## src/rtl/bgr_startup_ctrl.sv

```systemverilog
// rtl/bgr_startup_ctrl.sv - Bandgap reference start-up sequencer
//
// Kicks the bandgap with a porst pulse, watches the synchronized vbg, qualifies
// it as stable, and reports ready or fault. Failed attempts are retried up to
// MAX_RETRIES times before the sequencer gives up.
//
// Ports:
//   vdd, gnd   inout   power pins, only present under USE_POWER_PINS
//   wb_clk_i   in  1   clock
//   wb_rst_i   in  1   asynchronous active-high reset
//   en         in  1   sequence enable, synchronous level
//   vbg        in  1   bandgap output, asynchronous (2-flop synchronized)
//   porst      out 1   bandgap start-up kick, high only in PULSE
//   bgr_ok     out 1   reference qualified and stable, high only in READY
//   bgr_fault  out 1   sticky start-up/brownout failure, high only in FAULT
//   retries    out 2   retries consumed in the current sequence
//   state      out 3   FSM state for debug
module bgr_startup_ctrl #(
  parameter int PULSE_CYCLES   = 16,
  parameter int TIMEOUT_CYCLES = 1024,
  parameter int SETTLE_CYCLES  = 8,
  parameter int MAX_RETRIES    = 3
) (
`ifdef USE_POWER_PINS
  inout  wire        vdd,
  inout  wire        gnd,
`endif
  input  logic       wb_clk_i,
  input  logic       wb_rst_i,
  input  logic       en,
  input  logic       vbg,
  output logic       porst,
  output logic       bgr_ok,
  output logic       bgr_fault,
  output logic [1:0] retries,
  output logic [2:0] state
);

  typedef enum logic [2:0] {
    S_IDLE   = 3'd0,
    S_PULSE  = 3'd1,
    S_WAIT   = 3'd2,
    S_SETTLE = 3'd3,
    S_READY  = 3'd4,
    S_FAULT  = 3'd5
  } state_t;

  // One shared counter, wide enough for the longest of the three intervals.
  localparam int MAX_AB  = (PULSE_CYCLES > TIMEOUT_CYCLES) ? PULSE_CYCLES : TIMEOUT_CYCLES;
  localparam int MAX_CNT = (MAX_AB > SETTLE_CYCLES) ? MAX_AB : SETTLE_CYCLES;
  localparam int CNT_W   = (MAX_CNT > 1) ? $clog2(MAX_CNT) : 1;

  localparam logic [CNT_W-1:0] PULSE_LAST   = CNT_W'(PULSE_CYCLES - 1);
  localparam logic [CNT_W-1:0] TIMEOUT_LAST = CNT_W'(TIMEOUT_CYCLES - 1);
  localparam logic [CNT_W-1:0] SETTLE_LAST  = CNT_W'(SETTLE_CYCLES - 1);
  localparam logic [1:0]       RETRY_MAX    = 2'(MAX_RETRIES);

  logic             r_vbg_meta;
  logic             r_vbg_s;
  state_t           r_state;
  logic [CNT_W-1:0] r_cnt;
  logic [1:0]       r_retries;
  logic             r_porst;
  logic             r_bgr_ok;
  logic             r_bgr_fault;

  state_t           w_next_state;
  logic [CNT_W-1:0] w_next_cnt;
  logic [1:0]       w_next_retries;
  logic             w_fail;

  always_comb begin
    w_next_state   = r_state;
    w_next_cnt     = r_cnt;
    w_next_retries = r_retries;
    w_fail         = 1'b0;

    case (r_state)
      S_IDLE: begin
        w_next_cnt     = '0;
        w_next_retries = '0;
        if (en) begin
          w_next_state = S_PULSE;
        end
      end
      S_PULSE: begin
        if (r_cnt == PULSE_LAST) begin
          w_next_state = S_WAIT;
          w_next_cnt   = '0;
        end else begin
          w_next_cnt = r_cnt + 1'b1;
        end
      end
      S_WAIT: begin
        // vbg may already be high on entry; that simply settles at once.
        if (r_vbg_s) begin
          w_next_state = S_SETTLE;
          w_next_cnt   = '0;
        end else if (r_cnt == TIMEOUT_LAST) begin
          w_fail = 1'b1;
        end else begin
          w_next_cnt = r_cnt + 1'b1;
        end
      end
      S_SETTLE: begin
        if (!r_vbg_s) begin
          w_fail = 1'b1;
        end else if (r_cnt == SETTLE_LAST) begin
          w_next_state = S_READY;
          w_next_cnt   = '0;
        end else begin
          w_next_cnt = r_cnt + 1'b1;
        end
      end
      S_READY: begin
        if (!r_vbg_s) begin
          w_next_state = S_FAULT;
        end
      end
      S_FAULT: begin
        // Held until en drops; no automatic recovery.
      end
      default: begin
        w_next_state = S_IDLE;
        w_next_cnt   = '0;
      end
    endcase

    // A failed attempt re-enters PULSE, so every retry gives a fresh porst edge.
    if (w_fail) begin
      w_next_cnt = '0;
      if (r_retries < RETRY_MAX) begin
        w_next_retries = r_retries + 2'd1;
        w_next_state   = S_PULSE;
      end else begin
        w_next_state = S_FAULT;
      end
    end

    // Dropping en overrides every other transition.
    if (!en) begin
      w_next_state   = S_IDLE;
      w_next_cnt     = '0;
      w_next_retries = '0;
    end
  end

  always_ff @(posedge wb_clk_i or posedge wb_rst_i) begin
    if (wb_rst_i) begin
      r_vbg_meta  <= 1'b0;
      r_vbg_s     <= 1'b0;
      r_state     <= S_IDLE;
      r_cnt       <= '0;
      r_retries   <= '0;
      r_porst     <= 1'b0;
      r_bgr_ok    <= 1'b0;
      r_bgr_fault <= 1'b0;
    end else begin
      r_vbg_meta  <= vbg;
      r_vbg_s     <= r_vbg_meta;
      r_state     <= w_next_state;
      r_cnt       <= w_next_cnt;
      r_retries   <= w_next_retries;
      // Outputs are decoded from the next state so they change with the state.
      r_porst     <= (w_next_state == S_PULSE);
      r_bgr_ok    <= (w_next_state == S_READY);
      r_bgr_fault <= (w_next_state == S_FAULT);
    end
  end

  assign porst     = r_porst;
  assign bgr_ok    = r_bgr_ok;
  assign bgr_fault = r_bgr_fault;
  assign retries   = r_retries;
  assign state     = r_state;

endmodule

```

## config.mk

```make
export PLATFORM = sky130hd
export DESIGN_NAME = bgr_startup_ctrl
export DESIGN_NICKNAME = d
export VERILOG_FILES = /design/src/rtl/bgr_startup_ctrl.sv
export SDC_FILE = /design/constraint.sdc
export NUM_CORES = 1
export LEC_CHECK = 0
export ABC_AREA = 1
export BUFFER_PORTS_ARGS = -buffer_cell sky130_fd_sc_hd__buf_2
export CAP_MARGIN = 10
export CORE_MARGIN = 2
export CORE_UTILIZATION = 58
export CTS_CLUSTER_SIZE = 30
export DETAILED_ROUTE_END_ITERATION = 6
export GPL_ROUTABILITY_DRIVEN = 0
export PLACE_DENSITY = 0.78
export SLEW_MARGIN = 5
export SYNTH_ARGS = -nofsm -noshare
export SYNTH_HDL_FRONTEND = slang
export SYNTH_SLANG_ARGS = --single-unit
export TNS_END_PERCENT = 5
```

## constraint.sdc

```tcl
create_clock -name wb_clk_i -period 2 [get_ports wb_clk_i]
set_input_delay 0.3 -clock wb_clk_i [delete_from_list [all_inputs] [get_ports wb_clk_i]]
set_output_delay 0.3 -clock wb_clk_i [all_outputs]
set_load 0.03 [all_outputs]
```

==> metrics, run 1 <==
crit-path leading delay family simple AND/OR/NAND/NOR gates; Final HPWL DP around 2300 um; flop2flop setup slack between 0.3 and 0.4 ns; syn nets 193; mux cell area share after synthesis 0%; clk sinks 20; hold_buf cts 0; vias 1,266; Critical path buffers and inverters 2; register area share after synthesis 37.24%; Clock Latency Late Sink roughly 0.31 ns; fin crit period approximately 1.7 ns; vias in the first global route 1,160; Critical R2R Capture porst$_DFF_PP0_; CTS tree built; Synth warnings 0; slowest stage cell, crit path dfrtp_1; total chip power 739.3 uW; Worst Setup End Kind flip-flop; share of cells above drive strength 1 a little under a quarter; Post-synth EDFFs 0; # rows 17; status finished clean; antenna-violating nets left 0; Total GRT Usage 25.53%; final setup fails 0; Die Footprint between 2000 and 3000 um^2; cells along the critical path ha_1, nand2_2, clkinv_2, nand2_2, nor2_4, nand2_2, nand2_4, nand2_4, inv_4, nor2_2, nor2_2, nor2_1; Relative slew margins 49.04%; cell mode on critical path nand2_2; PwrDens 509.4 nW/um^2; R2R depth 12; XOR/XNOR Fraction of Synth Area less than 1%; DRC Markers 0; drt pass-1 iters 5; CTS HTree Levels 1; Main synth FF type dfrtp_1; max-cap violation count 0; first-pass GRT wire length around 5000 um; Clock Skew around 0.0027 ns; Area growth syn-to-layout 8.007%; postcts setup bufs 0; Layout Nets around 210; peak supply drop 0.0004211 V; clock slew at reported path FFs about 0.12 ns; Netlist cell types 29; Core Box Area around 2200 um^2; slowest cell delay on critical path roughly 0.42 ns; Post-synth ARST share 100.0%; largest family of logic cells by synthesized area simple AND/OR/NAND/NOR gates; fin crit share a little over four fifths; Critical Path Sink porst$_DFF_PP0_; critical path class flip-flop to flip-flop; Worst-Margin Slew between 0.7 and 0.8 ns; Max Fclk approximately 0.59 GHz; worst hold path class input port to flip-flop; RSZ-0062 raised after global routing false; critical-path maximum fanout 9; data required time of the critical path 2.24 ns; Seq cells post-synth 20; total CTS buffers 3; Vias/cell roughly 5.6; CTS max path bufs 2; filler cell count around 190; multi-input logic area 723.2 um^2; crit start category flip-flop; DR iter-0 viols 71; Final Max Slew Viols 0; total wire length 3050 um; Final Hold Viols 0; r2r startpoint r_cnt[0]$_DFFE_PP0P_; compound-gate portion of the synthesized area 7.728%; Post-Synth Adder-Cell Area under 10%; synthesized cell area approximately 1300 um^2; Critical Path Stages 12; CP startpoint r_cnt[0]$_DFFE_PP0P_; Syn Inst Count ~190; die height 52.14 um; CTS root buffer clkbuf_4; initial antenna violation count 0; Die Wd around 52 um; WP data arrival between 1.5 and 2 ns; Remaining Overflow, GRT 0; WL/cell about 13 um; Avg Inst Size Synth 7.186 um^2; ANT cells 0; setup TNS 0 ns; Pleak approximately 0.78 nW; simple-gate share of the synthesized area 43.58%; I/O pin total 12; largest net degree at the start of global routing 21; hold slack 0.08310 ns; storage element area between 500 and 600 um^2; port bufs 11; Initial Util roughly 60%; post-cts sizing count 0
==> cell usage in the layout, fill, tap and decap left out, types with 4 or more instances in the layout <==
master	synthesis	layout
a21oi_1	4	4
inv_2	4	4
nor2_2	10	10
nand4_1	5	5
nand3_1	19	19
nor2_1	20	20
buf_2	0	11
nand2_1	48	48
dfrtp_1	20	20
o21ai_0	6	6
inv_1	20	20
nand2_2	6	6
==> through the flow <==
step / utilization [%] / cell area [um^2] / std cells / setup WS, ns
after global placement: 64.59 / 1415 / 224 / 0.3807
after floorplan: - / 1344 / 187 / 0.4510
after CTS: 66.25 / 1451 / 228 / 0.3046
after detailed placement: 64.59 / 1415 / 224 / 0.3425
after global routing: 66.25 / 1451 / 228 / 0.1920
final: 66.25 / 1451 / 228 / 0.3071
==> power by group <==
group / switching, mW / internal, mW / leakage (nW)
clock network: 0.132 / 0.111 / 0.0210
registers: 0.00814 / 0.411 / 0.271
logic: 0.0561 / 0.0209 / 0.488
==> per-layer routing <==
layer	track usage [%]	routed length [um]	part of all wire, %
met4	10.26	58	1.9
met3	4.310	193	6.3
met2	42.62	1491	49
met1	32.84	1306	43
met5	0	0	0
==> how the worst min path moves through the flow <==
stage	start	endpoint	cells after the start
after CTS	vbg	r_vbg_meta$_DFF_PP0_	1
after global routing	vbg	r_vbg_meta$_DFF_PP0_	1
final	vbg	r_vbg_meta$_DFF_PP0_	1
after detailed placement	r_vbg_meta$_DFF_PP0_	r_vbg_s$_DFF_PP0_	0
after floorplan	wb_rst_i	bgr_fault$_DFF_PP0_	1
after global placement	r_vbg_meta$_DFF_PP0_	r_vbg_s$_DFF_PP0_	0
==> sequential cells by signal, summed over array words and instances (netlist names) <==
name / flops
r_cnt: 10
bgr_ok: 1
state: 3
retries: 2
porst: 1
r_vbg_s: 1
bgr_fault: 1
r_vbg_meta: 1
==> cells by family (layout without fill, tap and decap cells) <==
kind of cell	after synthesis	after routing
fa+ha+maj	2	2
flops	20	20
xor+xnor	1	1
buf+inv	28	41
simple gates	118	118
compound gates	18	18
==> Yosys cell counts, types with 2 or more instances <==
| master | number | area (um^2) |
|---|---|---|
| nand3_2 | 3 | 30.03 |
| nand3_1 | 19 | 95.09 |
| dfrtp_1 | 20 | 500.5 |
| nor3_2 | 2 | 20.02 |
| nor2_2 | 10 | 62.56 |
| nand4_1 | 5 | 31.28 |
| o21bai_1 | 2 | 15.01 |
| nor2_1 | 20 | 75.07 |
| o21ai_0 | 6 | 30.03 |
| inv_2 | 4 | 15.01 |
| inv_1 | 20 | 75.07 |
| o21ai_1 | 2 | 10.01 |
| nand2_2 | 6 | 37.54 |
| nand2_1 | 48 | 180.2 |
| nand2_4 | 2 | 22.52 |
| ha_1 | 2 | 25.02 |
| a21oi_1 | 4 | 20.02 |
==> final cells by class <==
class | instances | share of cell area, %
clock buffer | 4 | 2.500
multi-input combinational | 139 | 49.83
timing repair buffer | 11 | 3.793
sequential | 20 | 34.48
tap | 28 | 2.414
inverter | 26 | 6.983
No activity file was read; power rests on OpenSTA's default activity.
==> run 2, diff against run 1 <==
--- a/config.mk
+++ b/config.mk
@@ -9,11 +9,11 @@
 export BUFFER_PORTS_ARGS = -buffer_cell sky130_fd_sc_hd__buf_2
 export CAP_MARGIN = 10
 export CORE_MARGIN = 2
-export CORE_UTILIZATION = 58
+export CORE_UTILIZATION = 52
 export CTS_CLUSTER_SIZE = 30
 export DETAILED_ROUTE_END_ITERATION = 6
 export GPL_ROUTABILITY_DRIVEN = 0
-export PLACE_DENSITY = 0.78
+export PLACE_DENSITY = 0.74
 export SLEW_MARGIN = 5
 export SYNTH_ARGS = -nofsm -noshare
 export SYNTH_HDL_FRONTEND = slang
==> constraint.sdc (replaced) <==
create_clock -name wb_clk_i -period 1.4 [get_ports wb_clk_i]
set_input_delay 0.21 -clock wb_clk_i [delete_from_list [all_inputs] [get_ports wb_clk_i]]
set_output_delay 0.21 -clock wb_clk_i [all_outputs]
set_load 0.03 [all_outputs]
==> run 2 against run 1 <==
Compared with the run above:
- the flow now finishes with violations (setup timing)
- largest power group unchanged
- sequential share of layout area fell by 5.9 points
- sequential power grew 43%
- register-to-register slack got worse by 0.42 ns
- largest cell class unchanged
==> metrics, run 2 (synthesis gave the netlist of run 1 again) <==
status complete, but fails checks; failing checks setup timing; drt pass-1 iters 4; Area growth syn-to-layout 31.84%; DR iter-0 viols 72; setup TNS -1.028 ns; slowest stage cell, crit path dfrtp_1; Final HPWL DP between 2000 and 3000 um; WP data arrival between 1.5 and 2 ns; crit start category flip-flop; WL/cell 14.18 um; fin crit period around 1.5 ns; cell mode on critical path nand2_4; fin crit share 107.9%; largest net degree at the start of global routing 21; Layout Nets 229; Place WS -0.1136 ns; slowest cell delay on critical path around 0.41 ns; PwrDens slightly above 600 nW/um^2; Die Footprint 3007 um^2; most frequent cells in the layout nand2_1, buf_4, inv_1; Die Wd approximately 55 um; Worst-Margin Slew between 0.3 and 0.4 ns; CTS max path bufs 2; total wire length around 3600 um; DRC Markers 0; Clock Skew 0.005209 ns; Finished Layout Cells 252; total chip power 1.079 mW; worst setup margin -0.1110 ns; ANT cells 0; most common cell after layout, fill and taps aside nand2_1; DP Cell Count about 250; Relative slew margins roughly 74%; critical path class flip-flop to flip-flop; Clock Latency Late Sink between 0.3 and 0.4 ns; RSZ-0062 raised after global routing true; I/O pin total 12; Final Hold Viols 0; max-cap violation count 0; worst hold path class input port to flip-flop; CTS root buffer clkbuf_4; clock slew at reported path FFs roughly 0.12 ns; cells along the critical path ha_4, nand2_4, clkinv_4, nand2_4, nor2_4, nand2_2, nand2_4, nand2_8, buf_4, nand3_1, nand2_1; Most flops, register r_cnt; Final Max Slew Viols 0; critical-path maximum fanout 8; Total GRT Usage about a quarter; CTS HTree Levels 1; final setup fails 17; data required time of the critical path about 1.6 ns; crit-path leading delay family simple AND/OR/NAND/NOR gates; postcts setup bufs 0; port bufs 11; vias in the first global route between 1,000 and 1,500; Critical path buffers and inverters 2; share of cells above drive strength 1 a little over two fifths; die height between 50 and 60 um; max reg flops 10; Worst Setup End Kind flip-flop; Max Fclk 0.6618 GHz; hold slack ~0.24 ns; Core Box Area between 2000 and 2500 um^2; # rows 18; Vias/cell 5.464; antenna-violating nets left 0; initial antenna violation count 0; clk sinks 20; CTS tree built; Initial Util between 50% and 60%; Pleak 0.9343 nW; total CTS buffers 3; vias between 1,000 and 1,500; peak supply drop 0.0005888 V; first-pass GRT wire length between 5000 and 6000 um; Remaining Overflow, GRT 0
-- run 2: changes by cell type in the layout (fill, tap and decap cells not counted), moves of 3 or more --
| cell | delta |
|---|---|
| buf_4 | +20 |
| dfrtp_1 | -5 |
| dfrtp_2 | +5 |
| nand2_1 | -6 |
| nand2_2 | +3 |
| nand3_1 | -3 |
| nand3_2 | +3 |
| nor2_1 | -5 |
| nor2_4 | +3 |
| o21ai_0 | -3 |
| o21ai_2 | +3 |
-- run 2: report_power, final --
part           leakage [nW]  internal (mW)  switching (mW)
Combinational         0.650         0.0462          0.0881
Sequential            0.263          0.588          0.0125
Clock                0.0210          0.159           0.186
Total                 0.934          0.793           0.286
-- run 2: through the flow --
stage          area, um^2  utilization [%]
6_report             1772            72.17
5_1_grt              1772            72.17
4_1_cts              1730            70.49
3_5_place_dp         1587            64.63
3_3_place_gp         1587            64.63
2_1_floorplan        1363                -
-- run 2: repair_timing --
action | CTS | global route
pin swaps | 5 | 2
endpoints found under the hold margin | 20 | 1
resized for setup | 24 | 9
cloned | 0 | 0
endpoints found under the setup margin | 18 | 18
hold buffers | 1 | 1
-- run 2: worst reg2reg max path: stages, from the launching register on --
cell and delay [ns]:
dfrtp_1 0.41, ha_4 0.17, nand2_4 0.06, clkinv_4 0.07
nand2_4 0.06, nor2_4 0.10, nand2_2 0.07, nand2_4 0.10
nand2_8 0.09, buf_4 0.16, nand3_1 0.07, nand2_1 0.06
-- run 2: area by class of cell --
class / count / area [um^2]
flip-flops and latches: 20 / 506.7
fillers: 180 / 683.2
well taps: 30 / 37.54
repair buffers: 33 / 225.2
inverters: 26 / 105.1
clock buffers: 4 / 36.28
multi-input cells: 139 / 860.8
-- run 2: metal layers --
metal	global-route usage, %	wire (um)	vias up
met5	0	0	-
met3	3.552	241	8
met2	45.83	1812	56
met1	32.26	1463	644
met4	9.583	57	0
li1	-	-	669
-- run 2: worst paths after layout --
path                                      start                   end  slack [ns]  cells after the start
max reg2reg                r_cnt[0]$_DFFE_PP0P_  r_cnt[6]$_DFFE_PP0P_       -0.11                     11
min                                          en    state[1]$_DFF_PP0_        0.24                      3
min reg2reg                r_vbg_meta$_DFF_PP0_     r_vbg_s$_DFF_PP0_        0.37                      0
min in group asynchronous              wb_rst_i      bgr_ok$_DFF_PP0_        0.45                      4
max                        r_cnt[0]$_DFFE_PP0P_  r_cnt[6]$_DFFE_PP0P_       -0.11                     11
max in group asynchronous              wb_rst_i  r_cnt[4]$_DFFE_PP0P_        0.72                      4
